### src/rtl/multi_latch_bank_if.sv
// Data/strobe/output bundle for multi_latch_bank: the shared load bus, the
// per-register strobes, the bus enables and the OR-combined output buses.
interface multi_latch_bank_if #(
    parameter int WIDTH = 12,
    parameter int NREG  = 4,
    parameter int NBUS  = 2
);
    logic [WIDTH-1:0]      in;
    logic [NREG-1:0]       latch;
    logic [NREG-1:0]       clr;
    logic [NREG-1:0]       inc;
    logic [NBUS*NREG-1:0]  oe;
    logic [NBUS*WIDTH-1:0] out;
    logic [NREG-1:0]       wrap;

    modport master (output in, latch, clr, inc, oe, input out, wrap);
    modport slave  (input in, latch, clr, inc, oe, output out, wrap);
endinterface

### src/rtl/multi_latch_bank.sv
// Bank of NREG edge-strobed holding registers (clear > load > increment)
// fanned out onto NBUS wire-OR output buses selected by per-bus enables.
module multi_latch_bank #(
    parameter int WIDTH = 12,
    parameter int NREG  = 4,
    parameter int NBUS  = 2
) (
    input logic               clk,
    input logic               reset,
    multi_latch_bank_if.slave bus
);
    logic [WIDTH-1:0]      data [NREG];
    logic [NREG-1:0]       last_latch, last_clr, last_inc;
    logic [NREG-1:0]       latch_edge, clr_edge, inc_edge;
    logic [NREG-1:0]       wrap_q;
    logic [NBUS*WIDTH-1:0] out_v;

    assign latch_edge = bus.latch & ~last_latch;
    assign clr_edge   = bus.clr   & ~last_clr;
    assign inc_edge   = bus.inc   & ~last_inc;

    // History resets to ones so a strobe held high across reset release stays quiet.
    always_ff @(posedge clk or negedge reset) begin
        if (!reset) begin
            for (int r = 0; r < NREG; r++) data[r] <= '0;
            last_latch <= '1;
            last_clr   <= '1;
            last_inc   <= '1;
            wrap_q     <= '0;
        end else begin
            last_latch <= bus.latch;
            last_clr   <= bus.clr;
            last_inc   <= bus.inc;
            for (int r = 0; r < NREG; r++) begin
                wrap_q[r] <= 1'b0;
                if (clr_edge[r]) begin
                    data[r] <= '0;
                end else if (latch_edge[r]) begin
                    data[r] <= bus.in;
                end else if (inc_edge[r]) begin
                    data[r]   <= WIDTH'(data[r] + 1'b1);
                    wrap_q[r] <= &data[r];
                end
            end
        end
    end

    always_comb begin
        out_v = '0;
        for (int b = 0; b < NBUS; b++) begin
            for (int r = 0; r < NREG; r++) begin
                if (bus.oe[b*NREG+r]) out_v[b*WIDTH +: WIDTH] = out_v[b*WIDTH +: WIDTH] | data[r];
            end
        end
    end

    assign bus.out  = out_v;
    assign bus.wrap = wrap_q;
endmodule

### src/flat_wrapper.sv
// flat-port wrapper written by rule: the top's interface ports become plain ports
module multi_latch_bank_flat 
#(
    parameter int WIDTH = 12,
    parameter int NREG  = 4,
    parameter int NBUS  = 2
)
  (clk, reset, bus_in, bus_latch, bus_clr, bus_inc, bus_oe, bus_out, bus_wrap);
  multi_latch_bank_if #(.WIDTH(WIDTH), .NREG(NREG), .NBUS(NBUS)) bus_i ();
  input logic clk;
  input logic reset;
  input wire logic [$bits(bus_i.in)-1:0] bus_in;
  input wire logic [$bits(bus_i.latch)-1:0] bus_latch;
  input wire logic [$bits(bus_i.clr)-1:0] bus_clr;
  input wire logic [$bits(bus_i.inc)-1:0] bus_inc;
  input wire logic [$bits(bus_i.oe)-1:0] bus_oe;
  output wire logic [$bits(bus_i.out)-1:0] bus_out;
  output wire logic [$bits(bus_i.wrap)-1:0] bus_wrap;
  assign bus_i.in = bus_in;
  assign bus_i.latch = bus_latch;
  assign bus_i.clr = bus_clr;
  assign bus_i.inc = bus_inc;
  assign bus_i.oe = bus_oe;
  assign bus_out = bus_i.out;
  assign bus_wrap = bus_i.wrap;
  multi_latch_bank #(.WIDTH(WIDTH), .NREG(NREG), .NBUS(NBUS)) u_core (.clk(clk), .reset(reset), .bus(bus_i));
endmodule
### config.mk
export PLATFORM = sky130hd
export DESIGN_NAME = multi_latch_bank_flat
export DESIGN_NICKNAME = d
export VERILOG_FILES = /design/src/rtl/multi_latch_bank_if.sv /design/src/rtl/multi_latch_bank.sv /design/src/flat_wrapper.sv
export SDC_FILE = /design/constraint.sdc
export NUM_CORES = 1
export LEC_CHECK = 0
export CAP_MARGIN = 20
export CORE_AREA = 2 2 116 118
export CTS_CLUSTER_DIAMETER = 150
export DETAILED_ROUTE_END_ITERATION = 6
export DIE_AREA = 0 0 118 120
export MAX_ROUTING_LAYER = met4
export PLACE_DENSITY = 0.49
export SETUP_SLACK_MARGIN = 0.1
export SLEW_MARGIN = 20
export SYNTH_ARGS = -nofsm -noshare
export SYNTH_HDL_FRONTEND = slang
export SYNTH_SLANG_ARGS = --single-unit
### constraint.sdc
create_clock -name clk -period 3.8 [get_ports clk]
set_clock_uncertainty 0.1 [all_clocks]
set_input_delay 0.38 -clock clk [delete_from_list [all_inputs] [get_ports clk]]
set_output_delay 0.38 -clock clk [all_outputs]
set_load 0.02 [all_outputs]
After elaboration in Yosys (flattened, before gate mapping)
Index checks and enable logic that the tools add are counted.
Widths: inputs -> output; s select.
Storage, ports and cells
  register bits after elaboration: 64
  output and inout port bits: 28
  logic and storage cells: 64
Cells by class
  $add $sub $neg: 4
  mux-type cells: 32
  bitwise logic cells: 12
  reduce and logical (&&, ||, !) cells: 8
Operators with widths (count)
  $mux 12: 20
  $or 12x12->12: 6
  $add 12x1->12 const B: 4
  $reduce_and 12->1: 4
  $and 4x4->4: 3
  $mux 1: 12
  $not 4->4: 3
  $reduce_bool 3->1: 4

Depth between registers and ports, before layout
  depth after elaboration: 7
  gate-level depth with buffers: 6

Worst setup path after synthesis
OpenSTA, ideal clock, no wires.
  kind: register to register
  start point: register u_core.last_latch[3]
  end point: register u_core.data[4] in the netlist's numbering
  arrival: 1.294 ns
  required time: 3.606 ns
  setup slack: 2.312 ns
  stages on the path, launching flop included: 6
  path buffers: 2
  clock period less this slack: 1.488 ns
  path through: dfstp_2 nand2b_1 clkbuf_1 clkbuf_1 nor2_1 a211oi_1
Between the ends
  word-level cells in the longest chain between the ends: 4
  elaborated cells between the ends (all ways): 5
  classes of those cells: mux: 2; bitwise: 2; reduce/logical: 1
RTL lines
  start: declaration: RTL line multi_latch_bank.sv:13  | logic [NREG-1:0] last_latch, last_clr, last_inc;
  start signal: assignment: RTL line multi_latch_bank.sv:31  | last_latch <= bus.latch;
  $not 4->4 (*): RTL line multi_latch_bank.sv:18  | assign latch_edge = bus.latch & ~last_latch;
  $and 4x4->4 (*): RTL line multi_latch_bank.sv:18
  $mux 12: RTL line multi_latch_bank.sv:38  | end else if (latch_edge[r]) begin
  $mux 12: RTL line multi_latch_bank.sv:36  | if (clr_edge[r]) begin
  end signal: indexed assignment: RTL line multi_latch_bank.sv:39  | data[r] <= bus.in;
  end signal: indexed assignment: RTL line multi_latch_bank.sv:41  | data[r] <= WIDTH'(data[r] + 1'b1);
  end: declaration: RTL line multi_latch_bank.sv:12  | logic [WIDTH-1:0] data [NREG];
Mark *: on every way between the ends. The rest lies on a longest branch, timed or not.
A chain may end at the register's enable or synchronous reset.

Worst setup path after layout
  start point: input port bus_oe[1]
  end point: output port bus_out[11]
Between the ends
  word-level cells in the longest chain between the ends: 5
RTL lines
  start: declaration: RTL line flat_wrapper.sv:16  | input wire logic [$bits(bus_i.oe)-1:0] bus_oe;
  $mux 12 (*): RTL line multi_latch_bank.sv:52  | if (bus.oe[b*NREG+r]) out_v[b*WIDTH +: WIDTH] = out_v[b*WIDTH +: WIDTH] | data[r];
  $or 12x12->12: RTL line multi_latch_bank.sv:52
  $mux 12 (*): RTL line multi_latch_bank.sv:52
  $or 12x12->12: RTL line multi_latch_bank.sv:52
  $mux 12 (*): RTL line multi_latch_bank.sv:52
  end: declaration: RTL line flat_wrapper.sv:17  | output wire logic [$bits(bus_i.out)-1:0] bus_out;
Marks and branches as above.

==> metrics.csv <==
metric;value;unit
status;finished clean;
die_area;14160;sq um
n_fill_cell;1351;
port_buffers;61;
mostFrequentLayoutCells;clkdlybuf4s50_1, dfrtp_1, a22oi_1, nand2_1;
via_per_inst;5.329;
cap_violations;0;
yosysWarnings;0;
finalWorstSetupSlack;1.101;ns
gr-usage-all-layers;19.36;%
p_per_area;450.1;nW/um^2
rows;42;
path_clk_slew;0.05;ns
synth-seq-cells;64;
fin_crit;2.699;ns
synth.distinct_cells;41;
tightestPinTransition;0.9111;ns
syn_nets;460;
crit_top_cell;clkdlybuf4s50_1;
place_inst;630;
first_pass_iters;4;
ir_drop;0.1623;mV
cpPeakStageDelay;0.69;ns
initial_core_util;29.45;%
seq_area_frac_synth;42.29;%
antenna_cells;0;
synth_async_sr_flop_share;100.0;%
clk_path_buf_depth;2;
die_width;118;um
cp-end-kind;output port;
crit_type;in2out;
setup_viol;0;
io_pins;62;
hold_viol;0;
fmax;370.5;MHz
synth_area_per_cell;9.058;sq um
vias;3448;
dp_hpwl;9198;um
syn_area;3822;sq um
cts_inserted_buffers;9;
slowest_stage;clkdlybuf4s50_1;
stdcell_count;647;
grt_use_met1;27.13;%
use_met3;3.327;%
whs;0.2818;ns
cts_setup_buffers;0;
die_h;120;um
grt_pass1_vias;3348;
synth_flop_cell;dfrtp_1;
detail-route-antenna-nets;0;
multi_input_area;2058;sq um
cp-start-kind;primary input;
syn_to_final_growth;26.15;%
path_buf_inv;2;
root_buffer;clkbuf_16;
grt_setup_unrepaired;false;
leakagePower;1.793;nW
slew_headroom;39.26;%
layout_commonest_cell;clkdlybuf4s50_1;
cts_tree;yes;
tns;0;ns
register_area;1617;sq um
cts_sinks;64;
path_max_fanout;12;
cts-resized-gates;0;
place.gp.congestion;0.9047;
grt_max_degree;33;
crit_arrival;2.22;ns
routed_wl;12820;um
antenna_found_initial;0;
grt_pass1_wl;19890;um
drcViolationCount;0;
grt-ovfl-total;0;
clock_latency;0.34;ns
first_iter_violations;237;
core_area;12980;sq um
fin_nets;504;
top_usage_layer;met2;
drive_gt1_share;8.280;%
synth_cells;422;
fin_crit_sh;71.02;%
min_path_type;in2async;
post-place-ws;1.180;ns
crit_chain;clkdlybuf4s50_1, a22oi_1, nand2_1, clkdlybuf4s50_1;
htreeDepth;3;
critPathTopFamily;buffers and inverters;
slew_violations;0;
required;3.32;ns
wire_per_inst;19.81;um
use_met2;27.36;%
synth_edf_count;0;
-- metrics by stage --
stage	utilization [%]	area (sq um)	power, mW
after floorplan	-	3822	1.159
after global placement	35.02	4546	1.415
after detailed placement	35.02	4546	1.420
after CTS	37.15	4822	2.190
after global routing	37.15	4822	2.284
final	37.15	4822	2.170
-- cell families (layout without fill, tap and decap cells) --
kind of cell	count (synthesis)	count (layout)	synth area share, %
adders and majority gates	4	4	1.309
DFF	64	64	42.29
muxes	3	3	0.7856
xor gates and xnor gates	41	41	9.394
AOI/OAI and AO/OA	125	125	21.15
and+or+nand+nor	147	147	21.21
buffers and inverters	38	87	3.862
-- flip-flops by register name (all words and copies together) (netlist names) --
signal	count
u_core.bus.wrap	4
u_core.last_inc	4
u_core.last_clr	4
u_core.data	48
u_core.last_latch	4
-- layer usage --
layer,vias up,share of wire [%]
met4,0,2.9
met2,113,44
met5,-,0
met1,1674,49
li1,1640,-
met3,21,4.5
-- path summary, 6_finish.rpt --
path	start	to	slack, ns	depth (start not counted)
min in group clk	bus_clr[3]	u_core.last_clr[3]	0.36	1
max in group asynchronous	reset	u_core.last_clr[0]	2.64	3
worst max-delay path	bus_oe[1]	bus_out[11]	1.10	4
worst min-delay path	reset	u_core.data[12]	0.28	2
worst min register to register	u_core.data[47]	u_core.bus.wrap[0]	0.49	2
worst max register to register	u_core.last_latch[2]	u_core.bus.wrap[2]	1.91	3
-- power by group --
| group | switching, mW | internal [mW] |
|---|---|---|
| Sequential | 0.136 | 0.759 |
| Combinational | 0.279 | 0.239 |
| Clock | 0.304 | 0.455 |
-- synth_stat cells (5+ instances only) --
cell type / count / share of area, %
a211oi_1: 17 / 3.3
nor3_1: 12 / 1.6
nand3_1: 10 / 1.3
xor2_1: 12 / 2.7
nor2b_1: 7 / 1.1
xnor2_1: 29 / 6.6
a21oi_1: 26 / 3.4
nor2_1: 27 / 2.7
a22oi_1: 48 / 9.4
nor4_1: 8 / 1.3
dfstp_2: 12 / 8.2
nand2_1: 38 / 3.7
nand4b_1: 5 / 1.1
inv_1: 6 / 0.59
nand2b_1: 8 / 1.3
dfrtp_1: 52 / 34
clkbuf_1: 26 / 2.6
o21ai_0: 29 / 3.8
nand4_1: 14 / 2.3
-- cell type report --
class	instances	area share, %
multi-input cells	320	42.68
flip-flops and latches	64	33.52
repair buffers	65	13.23
clock buffers	12	5.112
well taps	176	4.567
inverters	6	0.4670
clock inverters	4	0.4152
-- timing repair --
action                                  CTS  global route
endpoints found under the setup margin    0             0
hold buffers                              1             0
endpoints found under the hold margin     3             0
(Power assumes the default switching activity.)
